## src/rtl/ant_pheromone_agent.sv

```systemverilog
// ACO routing agent for one mesh router: pheromone-table lookup, ant hop memory
// handling, backward-ant reinforcement and periodic evaporation, one-cycle latency.
`ifndef N
`define N 5
`endif
`ifndef M
`define M 5
`endif
`ifndef X_NODES
`define X_NODES 4
`endif
`ifndef Y_NODES
`define Y_NODES 4
`endif
`ifndef NODES
`define NODES 16
`endif
`ifndef MEM_SIZE
`define MEM_SIZE 8
`endif

package ant_pkg;
  localparam int COORD_W = 2;
  localparam int NUM_W   = 4;

  typedef struct packed {
    logic [COORD_W-1:0] x;
    logic [COORD_W-1:0] y;
  } hop_t;

  typedef struct packed {
    logic [COORD_W-1:0]       x_dest;
    logic [COORD_W-1:0]       y_dest;
    logic [COORD_W-1:0]       x_source;
    logic [COORD_W-1:0]       y_source;
    logic                     ant;
    logic                     backward;
    logic [NUM_W-1:0]         num_memory;
    hop_t [`MEM_SIZE-1:0]     memory;
    logic [15:0]              payload;
  } packet_t;
endpackage

module ant_pheromone_agent
  import ant_pkg::*;
#(
  parameter int X_LOC       = 0,
  parameter int Y_LOC       = 0,
  parameter int MEM_DEPTH   = 8,
  parameter int PH_W        = 8,
  parameter int PH_INIT     = 128,
  parameter int PH_MIN      = 1,
  parameter int PH_MAX      = 255,
  parameter int DELTA       = 16,
  parameter int EVAP_PERIOD = 1024
) (
  input  logic                          clk,
  input  logic                          reset,
  input  packet_t [0:`N-1]              i_data,
  input  logic [0:`N-1]                 i_data_val,
  output packet_t [0:`N-1]              o_data,
  output logic [0:`N-1]                 o_data_val,
  output logic [0:`N-1][`M-1:0]         o_output_req,
  output logic [0:`N-1]                 o_ant_drop,
  output logic                          o_update_drop,
  input  logic [$clog2(`NODES)-1:0]     i_dbg_node,
  output logic [3:0][PH_W-1:0]          o_dbg_pheromone
);

  localparam int NODE_W = $clog2(`NODES);
  localparam int CNT_W  = $clog2(EVAP_PERIOD);
  localparam logic [4:0] REQ_LOCAL = 5'b10000;
  localparam logic [4:0] REQ_PY    = 5'b01000;
  localparam logic [4:0] REQ_PX    = 5'b00100;
  localparam logic [4:0] REQ_NY    = 5'b00010;
  localparam logic [4:0] REQ_NX    = 5'b00001;
  localparam hop_t HERE = '{x: COORD_W'(X_LOC), y: COORD_W'(Y_LOC)};

  typedef logic [3:0][PH_W-1:0] row_t;

  row_t                table_reg [`NODES];
  logic [CNT_W-1:0]    evap_cnt_reg;
  logic                evap_tick;

  packet_t             pkt_next  [`N];
  logic [4:0]          req_next  [`N];
  logic                val_next  [`N];
  logic                drop_next [`N];
  logic                bwd_next  [`N];

  logic                upd_valid;
  logic [NODE_W-1:0]   upd_row;
  logic [1:0]          upd_dir;
  logic                upd_drop_next;
  row_t                upd_row_val;

  function automatic logic [NODE_W-1:0] node_of(logic [COORD_W-1:0] x, logic [COORD_W-1:0] y);
    return NODE_W'(int'(y) * `X_NODES + int'(x));
  endfunction

  // Dimension-ordered step: X is resolved before Y.
  function automatic logic [4:0] toward(hop_t t);
    if (t.x > HERE.x) return REQ_PX;
    if (t.x < HERE.x) return REQ_NX;
    if (t.y > HERE.y) return REQ_PY;
    if (t.y < HERE.y) return REQ_NY;
    return REQ_LOCAL;
  endfunction

  function automatic logic [PH_W-1:0] sat_inc(logic [PH_W-1:0] e);
    logic [PH_W:0] sum;
    sum = {1'b0, e} + (PH_W+1)'(DELTA);
    return (sum > (PH_W+1)'(PH_MAX)) ? PH_W'(PH_MAX) : sum[PH_W-1:0];
  endfunction

  function automatic logic [PH_W-1:0] sat_dec(logic [PH_W-1:0] e);
    return (e > PH_W'(PH_MIN)) ? e - PH_W'(1) : PH_W'(PH_MIN);
  endfunction

  function automatic row_t decay_row(row_t r);
    row_t o;
    for (int d = 0; d < 4; d++) o[d] = sat_dec(r[d]);
    return o;
  endfunction

  assign evap_tick       = (evap_cnt_reg == CNT_W'(EVAP_PERIOD - 1));
  assign o_dbg_pheromone = table_reg[i_dbg_node];

  for (genvar gi = 0; gi < `N; gi++) begin : g_port
    always_comb begin
      packet_t          pkt;
      row_t             dest_row;
      logic [3:0]       prod;
      logic [4:0]       best_req;
      logic [PH_W-1:0]  best_val;
      logic             found;
      logic             at_dest;
      hop_t             last;
      hop_t             prev;
      hop_t             tgt;

      pkt           = i_data[gi];
      pkt_next[gi]  = pkt;
      val_next[gi]  = i_data_val[gi];
      req_next[gi]  = '0;
      drop_next[gi] = 1'b0;
      bwd_next[gi]  = 1'b0;

      at_dest  = (pkt.x_dest == HERE.x) && (pkt.y_dest == HERE.y);
      dest_row = table_reg[node_of(pkt.x_dest, pkt.y_dest)];
      prod     = {pkt.y_dest > HERE.y, pkt.x_dest > HERE.x,
                  pkt.y_dest < HERE.y, pkt.x_dest < HERE.x};

      // Strict '>' keeps the lowest-index direction on ties.
      best_req = '0;
      best_val = '0;
      found    = 1'b0;
      for (int b = 0; b < 4; b++) begin
        if (prod[b] && (!found || dest_row[b] > best_val)) begin
          found    = 1'b1;
          best_val = dest_row[b];
          best_req = '0;
          best_req[b] = 1'b1;
        end
      end

      last = '0;
      tgt  = '{x: pkt.x_dest, y: pkt.y_dest};
      prev = tgt;
      for (int m = 0; m < `MEM_SIZE; m++) begin
        if (m + 1 == int'(pkt.num_memory)) last = pkt.memory[m];
        if (m < int'(pkt.num_memory) && pkt.memory[m] == HERE) tgt = prev;
        prev = pkt.memory[m];
      end

      if (!i_data_val[gi]) begin
        pkt_next[gi] = '0;
      end else if (!pkt.ant) begin
        req_next[gi] = at_dest ? REQ_LOCAL : best_req;
      end else if (!pkt.backward) begin
        if (at_dest) begin
          pkt_next[gi].backward = 1'b1;
          pkt_next[gi].x_source = pkt.x_dest;
          pkt_next[gi].y_source = pkt.y_dest;
          pkt_next[gi].x_dest   = pkt.x_source;
          pkt_next[gi].y_dest   = pkt.y_source;
          req_next[gi] = (pkt.num_memory == '0) ? REQ_LOCAL : toward(last);
        end else if (int'(pkt.num_memory) < MEM_DEPTH) begin
          for (int m = 0; m < `MEM_SIZE; m++)
            if (m == int'(pkt.num_memory)) pkt_next[gi].memory[m] = HERE;
          pkt_next[gi].num_memory = pkt.num_memory + NUM_W'(1);
          req_next[gi] = best_req;
        end else begin
          pkt_next[gi]  = '0;
          val_next[gi]  = 1'b0;
          drop_next[gi] = 1'b1;
        end
      end else begin
        bwd_next[gi] = (gi != 0);
        req_next[gi] = at_dest ? REQ_LOCAL : toward(tgt);
      end
    end
  end

  // Port p reinforces table column p mod 4 (port 4 arrives from -X).
  always_comb begin
    upd_valid     = 1'b0;
    upd_row       = '0;
    upd_dir       = '0;
    upd_drop_next = 1'b0;
    for (int p = 1; p < `N; p++) begin
      if (bwd_next[p]) begin
        if (!upd_valid) begin
          upd_valid = 1'b1;
          upd_row   = node_of(i_data[p].x_source, i_data[p].y_source);
          upd_dir   = 2'(p % 4);
        end else begin
          upd_drop_next = 1'b1;
        end
      end
    end
  end

  always_comb begin
    upd_row_val = table_reg[upd_row];
    for (int d = 0; d < 4; d++)
      upd_row_val[d] = (d == int'(upd_dir)) ? sat_inc(table_reg[upd_row][d])
                                            : sat_dec(table_reg[upd_row][d]);
  end

  always_ff @(posedge clk) begin
    if (reset) begin
      for (int r = 0; r < `NODES; r++) table_reg[r] <= {4{PH_W'(PH_INIT)}};
      evap_cnt_reg  <= '0;
      o_data        <= '0;
      o_data_val    <= '0;
      o_output_req  <= '0;
      o_ant_drop    <= '0;
      o_update_drop <= 1'b0;
    end else begin
      evap_cnt_reg <= evap_tick ? '0 : evap_cnt_reg + CNT_W'(1);
      // A reinforced row takes only the reinforcement, even on an evaporation tick.
      for (int r = 0; r < `NODES; r++) begin
        if (upd_valid && NODE_W'(r) == upd_row) table_reg[r] <= upd_row_val;
        else if (evap_tick)                     table_reg[r] <= decay_row(table_reg[r]);
      end
      for (int p = 0; p < `N; p++) begin
        o_data[p]       <= pkt_next[p];
        o_data_val[p]   <= val_next[p];
        o_output_req[p] <= req_next[p];
        o_ant_drop[p]   <= drop_next[p];
      end
      o_update_drop <= upd_drop_next;
    end
  end

endmodule

```

## config.mk

```make
export PLATFORM = sky130hd
export DESIGN_NAME = ant_pheromone_agent
export DESIGN_NICKNAME = d
export VERILOG_FILES = /design/src/rtl/ant_pheromone_agent.sv
export SDC_FILE = /design/constraint.sdc
export NUM_CORES = 2
export LEC_CHECK = 0
export ABC_CLOCK_PERIOD_IN_PS = 8850
export CORE_MARGIN = 8
export CORE_UTILIZATION = 39
export CTS_CLUSTER_DIAMETER = 50
export DETAILED_ROUTE_END_ITERATION = 6
export PLACE_DENSITY = 0.59
export SKIP_LAST_GASP = 1
export SYNTH_ARGS = -nofsm -noshare
export SYNTH_HDL_FRONTEND = slang
export SYNTH_SLANG_ARGS = --single-unit
```

## constraint.sdc

```tcl
create_clock -name clk -period 8.85 [get_ports clk]
set_clock_uncertainty 0.2 [all_clocks]
set_input_delay 2.2125 -clock clk [delete_from_list [all_inputs] [get_ports clk]]
set_output_delay 2.2125 -clock clk [all_outputs]
set_load 0.05 [all_outputs]
```

==> flow_metrics.tcl <==
set metrics [dict create \
    slew_headroom_pct 7.69 \
    synthesis.instances 6606 \
    grt_antenna_before_repair 51 \
    yosys-top-cells-area "edfxtp_1 (23%), mux4_2 (19%), dfxtp_1 (10%), ha_1 (4.1%), a21oi_1 (3.1%)" \
    core_region_area_mm2 0.169 \
    power_leakage_nw 28.3 \
    critical_path_source_type "input port" \
    setup_repair_after_global_routing_missed_its_margin "no" \
    tritoncts.num_buffers 130 \
    drt-pass1-iter-count 7 \
    synth_seq_cells 858 \
    synth.yosys.seq_area_share_pct 33.8 \
    share_of_final_layout_standard_cells_stronger_than_drive_strength_1_pct 16.7 \
    worst_setup_hold_path_clk_slew_ns 0.05 \
    switchingPower_w 0.00588 \
    synth_most_common_cell "mux4_2" \
    vias_in_the_first_global_route 59992 \
    rows 151 \
    power.ir.vdd_worst_mv 0.212 \
    antenna_violating_nets_post_route 0 \
    crit_fanout 19 \
    drc 0 \
    max_slew.worst_pin.slew_ns 1.38 \
    floorplan.die_area_mm2 0.183 \
    placement.cell_area_mm2 0.0756 \
    initial_core_util_pct 39.1 \
    synth_area_leader_cell "edfxtp_1" \
    post_cts_buffers 0 \
    parity_gate_share_of_the_synthesized_area_counting_xor_and_xnor_cells_pct 4.18 \
    synthTopCellsByCount "mux4_2 (563), nand2_1 (543), nor2_1 (517)" \
    yosys_most_used_dff "edfxtp_1" \
    post_synth_num_cell_types 114 \
    total_power_divided_by_cell_area_mw_per_mm2 196 \
    max_cap_viols 0 \
    timing.critical_path.arrival_ns 8.28 \
    post_synth_instance_area_mm2 0.0660 \
    critical_path_endpoint_category "flip-flop" \
    largest_family_of_logic_cells_by_synthesized_area "multiplexers" \
    yosys.area.top_type_share_pct 23.3 \
    fmaxAchievable_mhz 125 \
    cellInternalPower_w 0.00986 \
    finalSetupViolCount 0 \
    synth_adder_area_share_pct 4.11 \
    stdcell_area_mm2 0.0802 \
    numPlacedInstances 9208 \
    clock_sink_total 858 \
    die-height_um 428 \
    synth_edf_count 512 \
    clock_tree.htree_level_count 4 \
    design.final.nets 7660 \
    finalCritPeriodShare_pct 90.3 \
    synthMuxAreaShare_pct 21.5 \
    grt-ovfl-total 0 \
    synth_compound_area_share_pct 15.2 \
    combPwrFrac_pct 31.6 \
    route.detailed.vias_per_inst 6.84 \
    route.vias.total 64737 \
    post-route-min-period_ns 7.99 \
    cts_hold_buf 0 \
    fin_hold_ws_ns 0.272 \
    track_usage_pct 36.4 \
    routed_wire_length_per_instance_um 36.9 \
    critPathRequiredTime_ns 9.14 \
    timing.setup.tns_ns 0 \
    worst_min_path_class "flip-flop to flip-flop" \
    sw_frac_of_total_pct 37.4 \
    detailed_place_hpwl_mm 263 \
    synthToLayoutAreaGrowth_pct 21.4 \
    numPortBuffers 688 \
    report.final.slew_viol_count 0 \
    root_buffer "clkbuf_16" \
    detail_route.iter0.violations 10556 \
    yosys.area_share.simple_pct 16.1 \
    number_of_flip_flops_under_the_largest_register_name 512 \
    report.final.hold_viol_count 0 \
    clk_path_buf_depth 3 \
    seq_pwr_share_pct 33.7 \
    post_cts_resize_count 0 \
    outcome "finished clean" \
    asyncSetResetFlopFracSynth_pct 0 \
    final-instance-count-excl-fill 9463 \
    finalCoreUtilization_pct 47.5 \
    grt_first_pass_wirelength_mm 474 \
    grt_start_max_net_pins 69 \
    gp_congestion 1.06 \
    clock_power_share_pct 34.7 \
    num_io_pins 699 \
    cts_tree "yes" \
    worstSetupStartpoint "i_data[177]" \
    postRouteWirelength_mm 349 \
    yosysWarningCount 0 \
    synth.avg_cell_area_um2 10.0 \
    setup.worst_path.class "input port to flip-flop" \
    hold_path.startpoint "evap_cnt_reg[0]$_SDFF_PP0_" \
    die_width_um 428 \
    worstReg2RegStart "table_reg[13][28]$_SDFFCE_PP0P_" \
    insertion_delay_ns 0.81 \
]
==> cell families (layout without fill, tap and decap cells) <==
logic type | after synthesis | in the layout
adder cells (fa/ha/maj) | 217 | 217
AO/OA/AOI/OAI | 1536 | 1536
multiplexers | 710 | 710
AND/OR/NAND/NOR | 2148 | 2148
XOR/XNOR | 315 | 315
buffers and inverters | 821 | 1429
other | 1 | 32
flip-flops | 858 | 858
==> routing by layer <==
layer	part of all wire (%)	vias to the layer above	track usage (%)	routed length, µm
met1	34	31610	44.2	120000
met3	14	1302	12.5	48900
met2	42	5592	52.7	147000
met5	0.070	-	0.159	245
met4	9.5	36	28.1	33200
li1	-	26197	-	-
==> stage by stage <==
stage	total power, W	setup slack (ns)
2_1_floorplan	0.00805	1.94
3_3_place_gp	0.0101	0.490
3_5_place_dp	0.0101	0.337
4_1_cts	0.0156	1.13
5_1_grt	0.0161	0.781
6_report	0.0157	0.862
==> cells in the final DEF (no fill, tap or decap), types with 217 or more instances in the layout <==
master           count
edfxtp_1           512
ha_1               217
dfxtp_1            346
a21oi_1            413
o21ai_0            288
nand2_1            536
and2_1             292
nor3_1             230
clkdlybuf4s50_1    670
inv_1              232
nor2_1             510
mux4_2             563
buf_4              267
==> cell type report <==
cell class / count / area, µm²
Multi-Input combinational cell: 4936 / 40500
Tap cell: 2218 / 2780
Inverter: 234 / 878
Clock buffer: 157 / 3590
Sequential cell: 858 / 22300
Clock inverter: 76 / 917
Timing Repair Buffer: 962 / 9120
Antenna cell: 22 / 55.1
Fill cell: 15603 / 88500
==> path summary, 6_finish.rpt <==
kind | end | cells after the start | slack [ns]
worst max register to register | table_reg[10][30]$_SDFFCE_PP0P_ | 15 | 3.81
worst max-delay path | table_reg[7][17]$_SDFFCE_PN0P_ | 15 | 0.86
worst min register to register | evap_cnt_reg[0]$_SDFF_PP0_ | 1 | 0.27
worst min-delay path | evap_cnt_reg[0]$_SDFF_PP0_ | 1 | 0.27
==> worst max-delay path, cell delays in order <==
cell and delay, ns:
clkdlybuf4s50_1 0.76, and3_1 0.50, nor4_4 0.62, nand3b_2 0.27, nand2_2 0.73, a221oi_1 0.21
o221ai_1 0.65, inv_1 0.21, ha_1 0.35, nand2_1 0.10, nor4_1 0.05, nand4_1 0.11
o2111a_2 0.28, a221o_1 0.97, o22ai_1 0.22
==> power groups by stage <==
stage	logic, W	registers, W	clock network (W)
6_report	0.00498	0.00531	0.00546
5_1_grt	0.00516	0.00529	0.00565
4_1_cts	0.00485	0.00523	0.00549
3_5_place_dp	0.00483	0.00531	0
3_3_place_gp	0.00480	0.00530	0
2_1_floorplan	0.00295	0.00510	0
Note: power is estimated with default switching activity, not from simulation.
